## config.mk

```make
export PLATFORM = sky130hd
export DESIGN_NAME = cache_axi_arbiter_flat
export DESIGN_NICKNAME = d
export VERILOG_FILES = /design/src/rtl/cache_axi_arbiter_if.sv /design/src/rtl/cache_axi_arbiter.sv /design/src/flat_wrapper.sv
export SDC_FILE = /design/constraint.sdc
export NUM_CORES = 1
export LEC_CHECK = 0
export BUFFER_PORTS_ARGS = -buffer_cell sky130_fd_sc_hd__buf_2
export CORE_AREA = 2 2 153 155
export DETAILED_ROUTE_END_ITERATION = 8
export DIE_AREA = 0 0 155 157
export PLACE_DENSITY = 0.51
export SYNTH_ARGS = -nofsm -noshare
export SYNTH_HDL_FRONTEND = slang
export SYNTH_SLANG_ARGS = --single-unit
export TNS_END_PERCENT = 50
```

## constraint.sdc

```tcl
create_clock -name clk -period 3.64 [get_ports clk]
set_input_delay 0.546 -clock clk [delete_from_list [all_inputs] [get_ports clk]]
set_output_delay 0.546 -clock clk [all_outputs]
set_load 0.02 [all_outputs]
```

## src/rtl/cache_axi_arbiter_if.sv

```systemverilog
// cache_axi_arbiter_if
//   Bundles the cache-side request/response signals and the bridge-side
//   command/data signals of the cache-to-bridge arbiter.
//   master : arbiter view. It takes cache requests and bridge responses, and
//            drives cache responses and bridge commands.
//   slave  : environment view. This covers the caches, the bridge and flush.
interface cache_axi_arbiter_if #(
  parameter int ADDR_W = 32,
  parameter int LEN_W  = 8
);
  logic              flush;
  // ICache read port
  logic              i_rreq;
  logic [ADDR_W-1:0] i_raddr;
  logic [LEN_W-1:0]  i_rlen;
  logic [ADDR_W-1:0] i_rdata;
  logic              i_rvalid;
  logic              i_rdone;
  // DCache read port
  logic              d_rreq;
  logic [ADDR_W-1:0] d_raddr;
  logic [LEN_W-1:0]  d_rlen;
  logic [3:0]        d_rsel;
  logic [ADDR_W-1:0] d_rdata;
  logic              d_rvalid;
  logic              d_rdone;
  // DCache writeback port
  logic              d_wreq;
  logic [ADDR_W-1:0] d_waddr;
  logic [LEN_W-1:0]  d_wlen;
  logic [3:0]        d_wsel;
  logic [ADDR_W-1:0] d_wdata;
  logic              d_wnext;
  logic              d_wdone;
  // Bridge command side
  logic              b_ce;
  logic              b_ren;
  logic              b_wen;
  logic [ADDR_W-1:0] b_raddr;
  logic [ADDR_W-1:0] b_waddr;
  logic [ADDR_W-1:0] b_wdata;
  logic [3:0]        b_rsel;
  logic [3:0]        b_wsel;
  logic [LEN_W-1:0]  b_rlen;
  logic [LEN_W-1:0]  b_wlen;
  logic              b_wlast;
  // Bridge response side
  logic [ADDR_W-1:0] b_rdata;
  logic              b_rvalid;
  logic              b_rlast;
  logic              b_wresp;
  logic              b_bvalid;

  modport master (
    input  flush,
    input  i_rreq, i_raddr, i_rlen,
    output i_rdata, i_rvalid, i_rdone,
    input  d_rreq, d_raddr, d_rlen, d_rsel,
    output d_rdata, d_rvalid, d_rdone,
    input  d_wreq, d_waddr, d_wlen, d_wsel, d_wdata,
    output d_wnext, d_wdone,
    output b_ce, b_ren, b_wen, b_raddr, b_waddr, b_wdata,
    output b_rsel, b_wsel, b_rlen, b_wlen, b_wlast,
    input  b_rdata, b_rvalid, b_rlast, b_wresp, b_bvalid
  );

  modport slave (
    output flush,
    output i_rreq, i_raddr, i_rlen,
    input  i_rdata, i_rvalid, i_rdone,
    output d_rreq, d_raddr, d_rlen, d_rsel,
    input  d_rdata, d_rvalid, d_rdone,
    output d_wreq, d_waddr, d_wlen, d_wsel, d_wdata,
    input  d_wnext, d_wdone,
    input  b_ce, b_ren, b_wen, b_raddr, b_waddr, b_wdata,
    input  b_rsel, b_wsel, b_rlen, b_wlen, b_wlast,
    output b_rdata, b_rvalid, b_rlast, b_wresp, b_bvalid
  );
endinterface

```

## src/rtl/cache_axi_arbiter.sv

```systemverilog
// cache_axi_arbiter
//   Grants a single bridge (AXI-style burst) to one of three requesters:
//   - ICache read
//   - DCache read
//   - DCache writeback
//   The writeback always wins. The two reads alternate round-robin.
//   Ports:
//   - clk : clock.
//   - rst : synchronous reset, active-high.
//   - bus : cache_axi_arbiter_if.master. This carries flush, the cache
//           request/response ports and the bridge command/response ports.
module cache_axi_arbiter #(
  parameter int ADDR_W = 32,
  parameter int LEN_W  = 8
) (
  input logic                clk,
  input logic                rst,
  cache_axi_arbiter_if.master bus
);

  typedef enum logic [1:0] {IDLE, RD_I, RD_D, WR} state_t;

  state_t            r_state, w_state_nxt;
  logic              r_last_rd, w_last_rd_nxt;   // 0: ICache read last, 1: DCache
  logic [LEN_W-1:0]  r_cnt;                      // accepted write beats
  logic              r_ce, r_ren, r_wen;
  logic [ADDR_W-1:0] r_raddr, r_waddr;
  logic [LEN_W-1:0]  r_rlen, r_wlen;
  logic [3:0]        r_rsel, r_wsel;

  logic w_rd_last, w_raw, w_d_rd_ok;

  assign w_rd_last = bus.b_rvalid & bus.b_rlast;
  // A DCache read to the line being written back must wait for the writeback.
  assign w_raw     = bus.d_wreq & bus.d_rreq & (bus.d_raddr == bus.d_waddr);
  assign w_d_rd_ok = bus.d_rreq & ~w_raw;

  always_comb begin
    w_state_nxt   = r_state;
    w_last_rd_nxt = r_last_rd;
    case (r_state)
      IDLE: begin
        if (!bus.flush) begin
          if (bus.d_wreq)                  w_state_nxt = WR;
          else if (bus.i_rreq && w_d_rd_ok) w_state_nxt = r_last_rd ? RD_I : RD_D;
          else if (bus.i_rreq)             w_state_nxt = RD_I;
          else if (w_d_rd_ok)              w_state_nxt = RD_D;
        end
      end
      // An aborted read still consumes that requester's round-robin turn.
      RD_I: if (bus.flush || w_rd_last) begin
        w_state_nxt   = IDLE;
        w_last_rd_nxt = 1'b0;
      end
      RD_D: if (bus.flush || w_rd_last) begin
        w_state_nxt   = IDLE;
        w_last_rd_nxt = 1'b1;
      end
      WR: if (bus.flush || bus.b_bvalid) w_state_nxt = IDLE;
      default: w_state_nxt = IDLE;
    endcase
  end

  always_ff @(posedge clk) begin
    if (rst) begin
      r_state   <= IDLE;
      r_last_rd <= 1'b1;
      r_cnt     <= '0;
      r_ce      <= 1'b0;
      r_ren     <= 1'b0;
      r_wen     <= 1'b0;
      r_raddr   <= '0;
      r_waddr   <= '0;
      r_rlen    <= '0;
      r_wlen    <= '0;
      r_rsel    <= '0;
      r_wsel    <= '0;
    end else begin
      r_state   <= w_state_nxt;
      r_last_rd <= w_last_rd_nxt;
      r_ce      <= 1'b0;
      r_ren     <= 1'b0;
      r_wen     <= 1'b0;
      if (r_state == IDLE) begin
        // Command is registered on the grant edge, so b_ce is a 1-cycle pulse.
        case (w_state_nxt)
          WR: begin
            r_ce    <= 1'b1;
            r_wen   <= 1'b1;
            r_waddr <= bus.d_waddr;
            r_wlen  <= bus.d_wlen;
            r_wsel  <= bus.d_wsel;
            r_cnt   <= '0;
          end
          RD_I: begin
            r_ce    <= 1'b1;
            r_ren   <= 1'b1;
            r_raddr <= bus.i_raddr;
            r_rlen  <= bus.i_rlen;
            r_rsel  <= 4'hF;          // ICache fetches full words
          end
          RD_D: begin
            r_ce    <= 1'b1;
            r_ren   <= 1'b1;
            r_raddr <= bus.d_raddr;
            r_rlen  <= bus.d_rlen;
            r_rsel  <= bus.d_rsel;
          end
          default: ;
        endcase
      end else if (r_state == WR && bus.b_wresp) begin
        r_cnt <= r_cnt + LEN_W'(1);
      end
    end
  end

  // Bridge command outputs
  assign bus.b_ce    = r_ce;
  assign bus.b_ren   = r_ren;
  assign bus.b_wen   = r_wen;
  assign bus.b_raddr = r_raddr;
  assign bus.b_waddr = r_waddr;
  assign bus.b_rlen  = r_rlen;
  assign bus.b_wlen  = r_wlen;
  assign bus.b_rsel  = r_rsel;
  assign bus.b_wsel  = r_wsel;

  // Read beats go only to the granted requester.
  // Done is suppressed when the burst is being flushed.
  assign bus.i_rdata  = (r_state == RD_I) ? bus.b_rdata : '0;
  assign bus.i_rvalid = (r_state == RD_I) & bus.b_rvalid;
  assign bus.i_rdone  = (r_state == RD_I) & w_rd_last & ~bus.flush;
  assign bus.d_rdata  = (r_state == RD_D) ? bus.b_rdata : '0;
  assign bus.d_rvalid = (r_state == RD_D) & bus.b_rvalid;
  assign bus.d_rdone  = (r_state == RD_D) & w_rd_last & ~bus.flush;

  // Writeback data path.
  // b_wlast uses the length latched at grant, which is d_wlen held for the burst.
  assign bus.b_wdata  = (r_state == WR) ? bus.d_wdata : '0;
  assign bus.d_wnext  = (r_state == WR) & bus.b_wresp;
  assign bus.b_wlast  = (r_state == WR) & (r_cnt == r_wlen);
  assign bus.d_wdone  = (r_state == WR) & bus.b_bvalid & ~bus.flush;

endmodule

```

## src/flat_wrapper.sv

```systemverilog
// flat-port wrapper written by rule: the top's interface ports become plain ports
module cache_axi_arbiter_flat 
#(
  parameter int ADDR_W = 32,
  parameter int LEN_W  = 8
)
  (clk, rst, bus_flush, bus_i_rreq, bus_i_raddr, bus_i_rlen, bus_i_rdata, bus_i_rvalid, bus_i_rdone, bus_d_rreq, bus_d_raddr, bus_d_rlen, bus_d_rsel, bus_d_rdata, bus_d_rvalid, bus_d_rdone, bus_d_wreq, bus_d_waddr, bus_d_wlen, bus_d_wsel, bus_d_wdata, bus_d_wnext, bus_d_wdone, bus_b_ce, bus_b_ren, bus_b_wen, bus_b_raddr, bus_b_waddr, bus_b_wdata, bus_b_rsel, bus_b_wsel, bus_b_rlen, bus_b_wlen, bus_b_wlast, bus_b_rdata, bus_b_rvalid, bus_b_rlast, bus_b_wresp, bus_b_bvalid);
  cache_axi_arbiter_if #(.ADDR_W(ADDR_W), .LEN_W(LEN_W)) bus_i ();
  input logic clk;
  input logic rst;
  input wire logic [$bits(bus_i.flush)-1:0] bus_flush;
  input wire logic [$bits(bus_i.i_rreq)-1:0] bus_i_rreq;
  input wire logic [$bits(bus_i.i_raddr)-1:0] bus_i_raddr;
  input wire logic [$bits(bus_i.i_rlen)-1:0] bus_i_rlen;
  output wire logic [$bits(bus_i.i_rdata)-1:0] bus_i_rdata;
  output wire logic [$bits(bus_i.i_rvalid)-1:0] bus_i_rvalid;
  output wire logic [$bits(bus_i.i_rdone)-1:0] bus_i_rdone;
  input wire logic [$bits(bus_i.d_rreq)-1:0] bus_d_rreq;
  input wire logic [$bits(bus_i.d_raddr)-1:0] bus_d_raddr;
  input wire logic [$bits(bus_i.d_rlen)-1:0] bus_d_rlen;
  input wire logic [$bits(bus_i.d_rsel)-1:0] bus_d_rsel;
  output wire logic [$bits(bus_i.d_rdata)-1:0] bus_d_rdata;
  output wire logic [$bits(bus_i.d_rvalid)-1:0] bus_d_rvalid;
  output wire logic [$bits(bus_i.d_rdone)-1:0] bus_d_rdone;
  input wire logic [$bits(bus_i.d_wreq)-1:0] bus_d_wreq;
  input wire logic [$bits(bus_i.d_waddr)-1:0] bus_d_waddr;
  input wire logic [$bits(bus_i.d_wlen)-1:0] bus_d_wlen;
  input wire logic [$bits(bus_i.d_wsel)-1:0] bus_d_wsel;
  input wire logic [$bits(bus_i.d_wdata)-1:0] bus_d_wdata;
  output wire logic [$bits(bus_i.d_wnext)-1:0] bus_d_wnext;
  output wire logic [$bits(bus_i.d_wdone)-1:0] bus_d_wdone;
  output wire logic [$bits(bus_i.b_ce)-1:0] bus_b_ce;
  output wire logic [$bits(bus_i.b_ren)-1:0] bus_b_ren;
  output wire logic [$bits(bus_i.b_wen)-1:0] bus_b_wen;
  output wire logic [$bits(bus_i.b_raddr)-1:0] bus_b_raddr;
  output wire logic [$bits(bus_i.b_waddr)-1:0] bus_b_waddr;
  output wire logic [$bits(bus_i.b_wdata)-1:0] bus_b_wdata;
  output wire logic [$bits(bus_i.b_rsel)-1:0] bus_b_rsel;
  output wire logic [$bits(bus_i.b_wsel)-1:0] bus_b_wsel;
  output wire logic [$bits(bus_i.b_rlen)-1:0] bus_b_rlen;
  output wire logic [$bits(bus_i.b_wlen)-1:0] bus_b_wlen;
  output wire logic [$bits(bus_i.b_wlast)-1:0] bus_b_wlast;
  input wire logic [$bits(bus_i.b_rdata)-1:0] bus_b_rdata;
  input wire logic [$bits(bus_i.b_rvalid)-1:0] bus_b_rvalid;
  input wire logic [$bits(bus_i.b_rlast)-1:0] bus_b_rlast;
  input wire logic [$bits(bus_i.b_wresp)-1:0] bus_b_wresp;
  input wire logic [$bits(bus_i.b_bvalid)-1:0] bus_b_bvalid;
  assign bus_i.flush = bus_flush;
  assign bus_i.i_rreq = bus_i_rreq;
  assign bus_i.i_raddr = bus_i_raddr;
  assign bus_i.i_rlen = bus_i_rlen;
  assign bus_i_rdata = bus_i.i_rdata;
  assign bus_i_rvalid = bus_i.i_rvalid;
  assign bus_i_rdone = bus_i.i_rdone;
  assign bus_i.d_rreq = bus_d_rreq;
  assign bus_i.d_raddr = bus_d_raddr;
  assign bus_i.d_rlen = bus_d_rlen;
  assign bus_i.d_rsel = bus_d_rsel;
  assign bus_d_rdata = bus_i.d_rdata;
  assign bus_d_rvalid = bus_i.d_rvalid;
  assign bus_d_rdone = bus_i.d_rdone;
  assign bus_i.d_wreq = bus_d_wreq;
  assign bus_i.d_waddr = bus_d_waddr;
  assign bus_i.d_wlen = bus_d_wlen;
  assign bus_i.d_wsel = bus_d_wsel;
  assign bus_i.d_wdata = bus_d_wdata;
  assign bus_d_wnext = bus_i.d_wnext;
  assign bus_d_wdone = bus_i.d_wdone;
  assign bus_b_ce = bus_i.b_ce;
  assign bus_b_ren = bus_i.b_ren;
  assign bus_b_wen = bus_i.b_wen;
  assign bus_b_raddr = bus_i.b_raddr;
  assign bus_b_waddr = bus_i.b_waddr;
  assign bus_b_wdata = bus_i.b_wdata;
  assign bus_b_rsel = bus_i.b_rsel;
  assign bus_b_wsel = bus_i.b_wsel;
  assign bus_b_rlen = bus_i.b_rlen;
  assign bus_b_wlen = bus_i.b_wlen;
  assign bus_b_wlast = bus_i.b_wlast;
  assign bus_i.b_rdata = bus_b_rdata;
  assign bus_i.b_rvalid = bus_b_rvalid;
  assign bus_i.b_rlast = bus_b_rlast;
  assign bus_i.b_wresp = bus_b_wresp;
  assign bus_i.b_bvalid = bus_b_bvalid;
  cache_axi_arbiter #(.ADDR_W(ADDR_W), .LEN_W(LEN_W)) u_core (.clk(clk), .rst(rst), .bus(bus_i));
endmodule
```

* Word level (Yosys, flattened, before mapping)
Cells that the tools add are included.
Operators by class: $add $sub $neg 1, equal/unequal tests 11, muxes and demuxes 24, bitwise gates (word level) 17, reduce and logical (&&, ||, !) cells 16
Operators with widths (count):
- $mux W32 | 3
- $pmux W32 S2 | 1
- $eq A32 B32 Y1 | 1
- $mux W8 | 3
- $mux W2 | 8
- $pmux W8 S2 | 1
- $and A1 B1 Y1 | 14
- $add A8 B1 Y8 const B | 1
- $eq A2 B2 Y1 const B | 4
- $eq A8 B8 Y1 | 1
- $pmux W4 S2 | 1
- $pmux W2 S3 | 1
- $reduce_and A2 Y1 | 3
- $reduce_bool A2 Y1 | 3
- $reduce_or A2 Y1 | 3
- $mux W1 | 5
- $eq A2 B1 Y1 const B | 2
- $ne A2 B1 Y1 const B | 2
- $not A1 Y1 | 3
- $reduce_and A3 Y1 | 1
- $reduce_or A3 Y1 | 1
- $logic_and A1 B1 Y1 | 2
- $logic_not A2 Y1 | 1
- $logic_or A1 B1 Y1 | 2
- 2 further kinds | 2
Word-level totals: register bits after elaboration 102, input bits 202, output and inout bits 194, logic and storage cells 81

* Longest topological paths before layout
Gate-level depths: netlist (run 1).
word-level depth 13, gate-level depth with buffers 12, gate-level depth less buffers 10

* Least setup slack after synthesis (run 1)
Ideal clock, no wire load.
kind reg-to-reg, start reg u_core.r_state[0], end reg u_core.r_raddr[13], in the netlist u_core.bus.b_raddr[13], library setup time 0.138 ns, arrival 2.439 ns, required time 3.502 ns, path slack 1.064 ns, stages on the path, launching flop included 13, buffers on the path 4, clock period less this slack 2.576 ns, cells stage by stage dfxtp_1 > ha_1 > clkbuf_1 > nor2b_1 > a21oi_1 > nand3b_1 > and2_1 > ha_1 > nor2b_1 > buf_2 > buf_2 > buf_1 > a211oi_1
On the way: longest elaborated chain between the ends 9, elaborated cells between the ends (all ways) 18, those cells by class 5 x eq/ne; 9 x mux; 4 x reduce/logical
Ends and longest elaborated chain:
- from (decl) | line cache_axi_arbiter.sv:23 | state_t r_state, w_state_nxt;
- from (signal assigned) | line cache_axi_arbiter.sv:79 | r_state <= w_state_nxt;
- $mux W2 | line cache_axi_arbiter.sv:47 | else if (w_d_rd_ok) w_state_nxt = RD_D;
- $mux W2 | line cache_axi_arbiter.sv:46 | else if (bus.i_rreq) w_state_nxt = RD_I;
- $mux W2 | line cache_axi_arbiter.sv:45 | else if (bus.i_rreq && w_d_rd_ok) w_state_nxt = r_last_rd ? RD_I : RD_D;
- $mux W2 | line cache_axi_arbiter.sv:44 | if (bus.d_wreq) w_state_nxt = WR;
- $mux W2 | line cache_axi_arbiter.sv:43 | if (!bus.flush) begin
- $pmux W2 S3 | line cache_axi_arbiter.sv:41 | case (r_state)
- $eq A2 B1 Y1 / $eq A2 B2 Y1 (equally long branches) | line cache_axi_arbiter.sv:86 | case (w_state_nxt)
- $reduce_bool A2 Y1 (no source line)
- $reduce_and A2 Y1 (no source line)
- to (signal assigned) | line cache_axi_arbiter.sv:98 | r_raddr <= bus.i_raddr;
- to (signal assigned) | line cache_axi_arbiter.sv:105 | r_raddr <= bus.d_raddr;
- to (decl) | line cache_axi_arbiter.sv:27 | logic [ADDR_W-1:0] r_raddr, r_waddr;
Several ways; a longest one is shown, not always the timed one. A chain may end at the register's enable or synchronous reset.

* Final worst setup path (run 1)
start reg u_core.r_state[0], end reg u_core.r_cnt[2]
On the way: elaborated cells between the ends (all ways) 19, those cells by class 5 x eq/ne; 9 x mux; 5 x reduce/logical
RTL lines:
- $eq A2 B2 Y1 / $eq A2 B1 Y1 (equally long branches) | line cache_axi_arbiter.sv:41
- $reduce_or A2 Y1 (no source line)
- $pmux W2 S3 (*) | line cache_axi_arbiter.sv:41
- net u_core.w_state_nxt[1] | line cache_axi_arbiter.sv:23
- $eq A2 B2 Y1 (*) | line cache_axi_arbiter.sv:86
- $ne A2 B2 Y1 (no source line) (*)
- $reduce_and A2 Y1 (no source line) (*)
- to (signal assigned) | line cache_axi_arbiter.sv:112 | r_cnt <= r_cnt + LEN_W'(1);
- to (decl) | line cache_axi_arbiter.sv:25 | logic [LEN_W-1:0] r_cnt;
Mark *: on every way through the listed nets, which the timed path passes. The rest lies on a longest branch.

==> results.md, run 1 <==
Routing:
- The first TritonRoute pass finished after 4 iterations.
- The number of design rule violations left after detail routing is 0.
- In the routed layout, each cell is associated on average with a via count of 4.18.
- For this block, the initial DRC count from the detailed router was 239.
- For this block, the routed nets add up to 17,500 µm of wire.
- The wire length per cell after detailed routing is 13.9 µm.
- The remaining number of nets flagged by the antenna check after routing is 0.
- The routed layout has 5,273 vias.

Clock tree:
- The buffer depth of the longest clock path is 2.
- The cell at the root of the clock tree is sky130_fd_sc_hd__clkbuf_16.
- TritonCTS built the clock tree.
- CTS built an H-tree with a depth of 3.
- Buffers inserted during clock tree synthesis total 9.
- Counting every sink on the clock net gives 102.
- Post-CTS timing repair inserted 0 buffers for setup.
- The clock insertion delay at the later pin of the skew report is 0.36 ns.
- The hold buffer count at cts is 0.
- After clock tree synthesis, the repair step resized 0 gates.
- Clock-pin slew was measured on the worst setup and hold paths at 0.07 ns.

Setup path:
- The critical path launch point type is a flop.
- The delay of the slowest critical-path stage is 0.74 ns.
- The arrival time at the worst endpoint is 3.23 ns.
- Traced cell by cell, the critical path runs through inv_1 -> ha_1 -> nor2_1 -> nand2_1 -> o211ai_1 -> ha_1 -> and2_2 -> nor2_1 -> o21ai_0 -> a21oi_1.
- At the worst endpoint, the required time is 3.86 ns.
- The cell with the largest stage delay on the worst path is sky130_fd_sc_hd__and2_2.
- The setup path with the least slack is of type reg2reg.
- The maximum fanout encountered on the critical timing path is 45.
- STA classifies the critical path endpoint as a flop.

Floorplan:
- The initial standard-cell utilization of the core is 22.0%.
- The die outline area is 0.0243 mm².
- The floorplan step defined a core boundary enclosing 0.0225 mm².
- The total I/O pin count is 396.
- The die is 157 µm tall.
- The number of placement rows is 55.
- Measured along the x axis, the die boundary spans 155 µm.

Synthesis:
- After synthesis the cells add up to 0.00496 mm².
- The synthesized design contains 102 register bits.
- In this run, distinct cell masters in the synthesized netlist total 38.
- Sorting the synthesized cells by area gives the leading types as sky130_fd_sc_hd__dfxtp_1 41%, sky130_fd_sc_hd__and2_1 13%, sky130_fd_sc_hd__mux2i_1 8.1%.
- The synthesized design spends more area on one cell type than any other, namely sky130_fd_sc_hd__dfxtp_1.
- The Yosys step of the flow raised 0 warnings.
- In the synthesized netlist, the number of instances is 606.
- Summing the sequential cell areas from Yosys gives 41.2% of the chip area.
- The fraction of post-synthesis cell area in the top cell type by area is 41.2%.
- The average instance area after synthesis is 8.19 µm².
- When the netlist entered floorplanning its net count stood at 816.

Placement:
- Buffers placed on the I/O ports in this run total 395.
- The detailed-placement wirelength estimate is 13,400 µm.
- At the end of routability-driven placement, the weighted congestion stood at 0.807.

STA:
- The worst setup skew after layout is 0.00823 ns.
- Setup repair after global routing left no endpoint under its margin.
- The max-slew violation total from the final report is 0.
- The normalized max-slew margin is 40.7%.
- Final hold analysis gives a worst-case slack of 0.428 ns.
- For the pin with the worst max-slew slack, the measured transition is 0.890 ns.
- The number of failing hold endpoints at the final stage is 0.
- Setup violations remaining at the end of the flow were counted as 0.
- The maximum clock frequency is 0.332 GHz.
- The final critical-path required period is 3.01 ns.
- The sum of negative setup slack is 0 ns.
- The fraction of the cycle the final worst path needs is 82.7%.

GRT:
- The first global-routing pass estimated 26,800 µm of wire.
- For this run the aggregate overflow at the end of global routing stands at 0.
- The total global routing track utilization is 13.8%.
- The maximum number of pins on one net before global-route repair is 103.
- The number of antenna violations at the first check in global routing was 1.
- The number of global-route vias before repair is 4,928.

Pwr:
- Across the VDD grid, the largest voltage drop is 0.297 mV.
- In this run the static leakage power is 3.85 nW.
- For this design the ratio of total power to cell area is 501 mW/mm².

Layout:
- The number of nets in the layout is 1,181.
- The layout cell share with drive strength beyond 1 is 43.5%.
- 0 antenna diodes ended up in the layout.
- The number of inserted filler cells in the final layout is 2,396.
- The layout overhead on the synthesized area is 51.6%.

Worst hold path:
- The worst min-delay path class is in2reg.

Job:
- The tool flagged a number of max-cap violations equal to 0.

Status:
- The run finished with clean final reports.
cells by family after synthesis:
logic type      count (synthesis)  share of synthesized area (%)
simple gates                  278                           28.0
compound gates                112                           14.1
flops                         102                           41.2
buf+inv                        57                           4.92
mux                            41                           8.30
xor+xnor                        8                           1.41
fa+ha+maj                       8                           2.02
Yosys cell counts, drive strengths merged:
| library cell | n |
|---|---|
| nand3b | 3 |
| xor2 | 7 |
| nand4 | 1 |
| o311ai | 2 |
| nand3 | 4 |
| nand2 | 96 |
| o221ai | 1 |
| and3b | 2 |
| a311oi | 4 |
| mux2 | 1 |
| nor2b | 5 |
| xnor2 | 1 |
| nor2 | 53 |
| or3 | 1 |
| buf | 17 |
| o21ai | 2 |
| dfxtp | 102 |
| a211oi | 40 |
| and2 | 101 |
| a21oi | 56 |
| nor4 | 2 |
| o211ai | 3 |
| or4 | 2 |
| or4b | 1 |
| clkbuf | 32 |
| ha | 8 |
| and3 | 1 |
| a21boi | 1 |
| nor3 | 1 |
| nor3b | 3 |
| a31oi | 2 |
| nand2b | 2 |
| inv | 8 |
| mux2i | 40 |
| o21bai | 1 |
metal layers:
| layer | up-vias | track usage [%] | wire length [µm] |
|---|---|---|---|
| li1 | 2759 | - | - |
| met1 | 2305 | 17.6 | 7780 |
| met5 | - | 0 | 0 |
| met3 | 13 | 3.44 | 1130 |
| met2 | 196 | 23.5 | 8410 |
| met4 | 0 | 3.53 | 190 |
power by group:
group	internal, mW	switching, mW	total, mW
registers	1.29	0.0900	1.38
clock network	0.636	0.473	1.11
logic	0.483	0.795	1.28
critical path: cells and delay by family (launching register included):
kind / cells / cell delay [ns]
and+or+nand+nor: 4 / 1.17
AOI/OAI and AO/OA: 3 / 0.59
adders and majority gates: 2 / 0.58
DFF: 1 / 0.44
buffers and inverters: 1 / 0.09
layout by cell type (no fill, tap or decap), drive strengths merged, types with 2 or more instances in the layout:
cell,n
buf,403
dfxtp,102
and2,101
nand2,96
a21oi,56
nor2,53
mux2i,40
a211oi,40
inv,11
clkbuf,10
ha,8
xor2,7
nor2b,5
nand3,4
a311oi,4
o211ai,3
nor3b,3
nand3b,3
nand2b,2
and3b,2
a31oi,2
nor4,2
o311ai,2
or4,2
o21ai,2
bufinv,2
area by class of cell:
| type | instances | area, µm² | area share, % |
|---|---|---|---|
| repair buffers | 403 | 2060 | 27.4 |
| inverters | 8 | 30.0 | 0.399 |
| clock buffers | 10 | 239 | 3.18 |
| clock inverters | 6 | 100 | 1.33 |
| multi-input cells | 447 | 2690 | 35.8 |
| well taps | 285 | 357 | 4.74 |
| flip-flops and latches | 102 | 2040 | 27.2 |
state kept, by name, indices dropped and copies added (netlist names):
register and count:
u_core.bus.b_ce 1, u_core.r_state 2, u_core.bus.b_wlen 8, u_core.bus.b_ren 1, u_core.r_cnt 8, u_core.bus.b_waddr 32
u_core.bus.b_raddr 32, u_core.bus.b_wen 1, u_core.bus.b_rlen 8, u_core.bus.b_wsel 4, u_core.r_last_rd 1, u_core.bus.b_rsel 4
stage by stage:
step / setup slack (ns) / power (mW) / util [%] / instance area, µm² / instances
after global routing: 0.201 / 4.01 / 33.4 / 7520 / 1261
after global placement: 0.612 / 2.69 / 31.9 / 7180 / 1245
after floorplan: 1.06 / 2.22 / - / 4960 / 606
final: 0.629 / 3.77 / 33.4 / 7520 / 1261
after detailed placement: 0.577 / 2.70 / 31.9 / 7180 / 1245
after CTS: 0.555 / 3.84 / 33.4 / 7520 / 1261
path summary, 6_finish.rpt:
kind                                        startpoint                     end  slack [ns]  cells after the start
worst max-delay path                 u_core.r_state[0]         u_core.r_cnt[2]        0.63                     10
worst min-delay path                   bus_d_waddr[13]  u_core.bus.b_waddr[13]        0.43                      3
worst max register to register       u_core.r_state[0]         u_core.r_cnt[2]        0.63                     10
worst min register to register  u_core.bus.b_waddr[18]  u_core.bus.b_waddr[18]        0.45                      2
Power figures use the tool's default switching activity.
==> run 2, diff against run 1 <==
Clock period 3.64 ns to 2.8 ns, I/O delays scaled along.
==> run 2 against run 1 <==
Sequential power up 30%. Combinational power up 39%. Critical endpoint is now u_core.bus.b_rsel[0]. Sequential cell count unchanged. Critical path type unchanged. Die area unchanged. Power up 27%. Largest cell class unchanged. Final cell count up 0.71%. Global-route usage down 0.55 points. Design area up 0.95%. Register-to-register slack worse by 0.39 ns. Sequential share of layout area down 0.24 points.
==> results.md, run 2 (synthesized netlist as in run 1, its figures left out) <==
Layout:
- The library cells used most frequently in the layout, excluding fill and tap cells, are 394 x sky130_fd_sc_hd__buf_2, 101 x sky130_fd_sc_hd__dfxtp_1, 100 x sky130_fd_sc_hd__and2_1, 95 x sky130_fd_sc_hd__nand2_1, 56 x sky130_fd_sc_hd__a21oi_1.
- The count of antenna diodes in the layout is 0.
- The number of inserted filler cells in the final layout is 2,423.
- Summing all multi-input logic gate instances after layout gives 0.00269 mm².
- Registers take 0.00204 mm².
- The number of nets in the layout is 1,190.
- The most common cell after layout, fill and taps aside is sky130_fd_sc_hd__buf_2.
- From synthesis to final layout, the design area changed by 53.0%.
- The post-route netlist has 44.1% of its cells at a drive strength greater than 1.

Setup path:
- The combined buffer and inverter count along the critical path is 2.
- The arrival time at the worst endpoint is 2.82 ns.
- The slack of the worst reg-to-reg path is 0.24 ns.
- The category of the critical setup timing path is reg2reg.
- The delay of the slowest critical-path stage is 0.45 ns.
- Traced cell by cell, the critical path runs through inv_1 -> ha_1 -> nor2_1 -> nand2_1 -> o211ai_1 -> ha_2 -> nor2b_4 -> clkbuf_16 -> nor2_1 -> a311oi_1.
- STA puts the critical path data required time at 3.07 ns.
- The kind of cell adding the most delay to the critical path is adder cells.
- The worst setup path is launched from a flop.
- The slowest stage of the critical path is the sky130_fd_sc_hd__dfxtp_1 cell.
- The maximum fanout encountered on the critical timing path is 22.
- The worst setup path is captured at a flop.
- The cell that appears most often on the critical path is sky130_fd_sc_hd__nor2_1.

Routing:
- For this run, the detailed router's first-pass iteration total came to 4.
- The ratio of routed vias to standard cells is 4.19.
- The number of design rule violations left after detail routing is 0.
- The wire length per cell after detailed routing is 14.1 µm.
- The via count is 5,315.
- The final layout contains routed wiring with a total length of 17,900 µm.
- In this run, the number of DRC markers left after iteration 0 of detailed routing was 252.
- The remaining number of nets flagged by the antenna check after routing is 0.

Floorplan:
- The total I/O pin count is 396.
- The initialized floorplan defines 55 standard-cell rows.
- The width of the die is 155 µm.
- The die outline area is 0.0243 mm².
- The vertical die dimension is 157 µm.
- The initial standard-cell utilization of the core is 22.0%.
- The area of the core is 0.0225 mm².

Pwr:
- In this run the static leakage power is 3.89 nW.
- The total power is 4.79 mW.
- Dividing total power by cell area gives a power density of 631 mW/mm².
- The maximum vdd drop is 0.309 mV.

Clock tree:
- The number of H-tree levels is 3.
- The post-CTS clock slew at the launch and capture registers of the worst setup and hold paths is 0.08 ns.
- The clock net in this run drives a total of 102 sinks.
- The buffer depth of the longest clock path is 2.
- The clock tree from TritonCTS is built.
- The cell at the root of the clock tree is sky130_fd_sc_hd__clkbuf_16.
- At the later pin of the worst-skew pair, clock insertion delay measures 0.35 ns.
- The number of clock buffers inserted by TritonCTS is 9.

Placement:
- Buffers placed on the I/O ports in this run total 395.
- The detailed-placement wirelength estimate is 13,500 µm.
- The routability-driven placement congestion ratio is 0.820.

Worst hold path:
- The min-delay analysis places its worst path in the category in2reg.

GRT:
- The number of global-route vias before repair is 4,795.
- The maximum number of pins on one net before global-route repair is 90.
- The number of antenna violations at the first check in global routing is 0.
- The total global routing track utilization is 13.3%.
- The wire length of the first global-routing pass is 25,700 µm.
- After global routing the overflow that remains totals 0.

STA:
- Setup repair after global routing left no endpoint under its margin.
- The final count of negative-setup-slack endpoints is 0.
- The final critical-path required period is 2.56 ns.
- The worst-margin pin slew is 0.475 ns.
- The tightest hold margin is 0.305 ns.
- Dividing the final minimum period by the clock period gives 91.3%.
- Timing would allow up to 0.391 GHz.
- Adding up every negative setup slack in the final design gives 0 ns.
- The number of failing hold endpoints at the final stage is 0.
- The normalized max-slew margin is 68.3%.
- Clock skew on the completed layout was measured at 0.0117 ns.
- The max-slew violation total from the final report is 0.

Job:
- The number of max-cap violations is 0.

Status:
- The run finished with clean final reports.
run 2: worst paths after layout:
path / from / to / cells after the start
worst min register to register: u_core.bus.b_waddr[29] / u_core.bus.b_waddr[29] / 2
worst max register to register: u_core.r_state[1] / u_core.bus.b_rsel[0] / 10
worst min-delay path: bus_d_wsel[0] / u_core.bus.b_wsel[0] / 3
worst max-delay path: u_core.r_state[1] / u_core.bus.b_rsel[0] / 10
run 2: layout make-up:
| type | count | share of cell area [%] |
|---|---|---|
| Multi-Input combinational cell | 447 | 35.4 |
| Timing Repair Buffer | 412 | 28.9 |
| Sequential cell | 102 | 26.9 |
| Tap cell | 285 | 4.70 |
| Clock buffer | 10 | 3.02 |
| Clock inverter | 6 | 0.692 |
| Inverter | 8 | 0.396 |
run 2: report_power, final:
part           total, mW  switching (mW)  internal, mW
combinational       1.78            1.08         0.698
clock               1.22           0.597         0.619
sequential          1.79           0.118          1.67
total               4.79            1.80          2.99
run 2: what timing repair did:
action                                  4_1_cts  5_1_grt
buffers inserted                              0        1
endpoints found under the setup margin        0       13
hold buffers                                  0        0
resized for setup                             0        1
hold endpoints to repair                      0        0
run 2: layer usage:
metal / wire (µm) / up-vias / track usage, % / share of wire (%)
met5: 0 / - / 0 / 0
met4: 318 / 0 / 4.37 / 1.8
met3: 1210 / 22 / 3.55 / 6.8
met2: 8410 / 209 / 22.5 / 47
met1: 7940 / 2319 / 16.4 / 44
li1: - / 2765 / - / -
run 2: worst min-delay path, stage by stage:
cell	delay, ns
sky130_fd_sc_hd__buf_2	0.09
sky130_fd_sc_hd__nand2_1	0.04
sky130_fd_sc_hd__a21oi_1	0.05
run 2: metrics by stage:
| stage | util [%] | instances | area (µm²) | setup WS, ns |
|---|---|---|---|---|
| after floorplan | - | 606 | 4960 | 0.224 |
| after global placement | 32.2 | 1251 | 7250 | 0.260 |
| after detailed placement | 32.2 | 1251 | 7250 | 0.217 |
| after CTS | 33.5 | 1267 | 7530 | 0.186 |
| after global routing | 33.7 | 1270 | 7590 | 0.0238 |
| final | 33.7 | 1270 | 7590 | 0.243 |
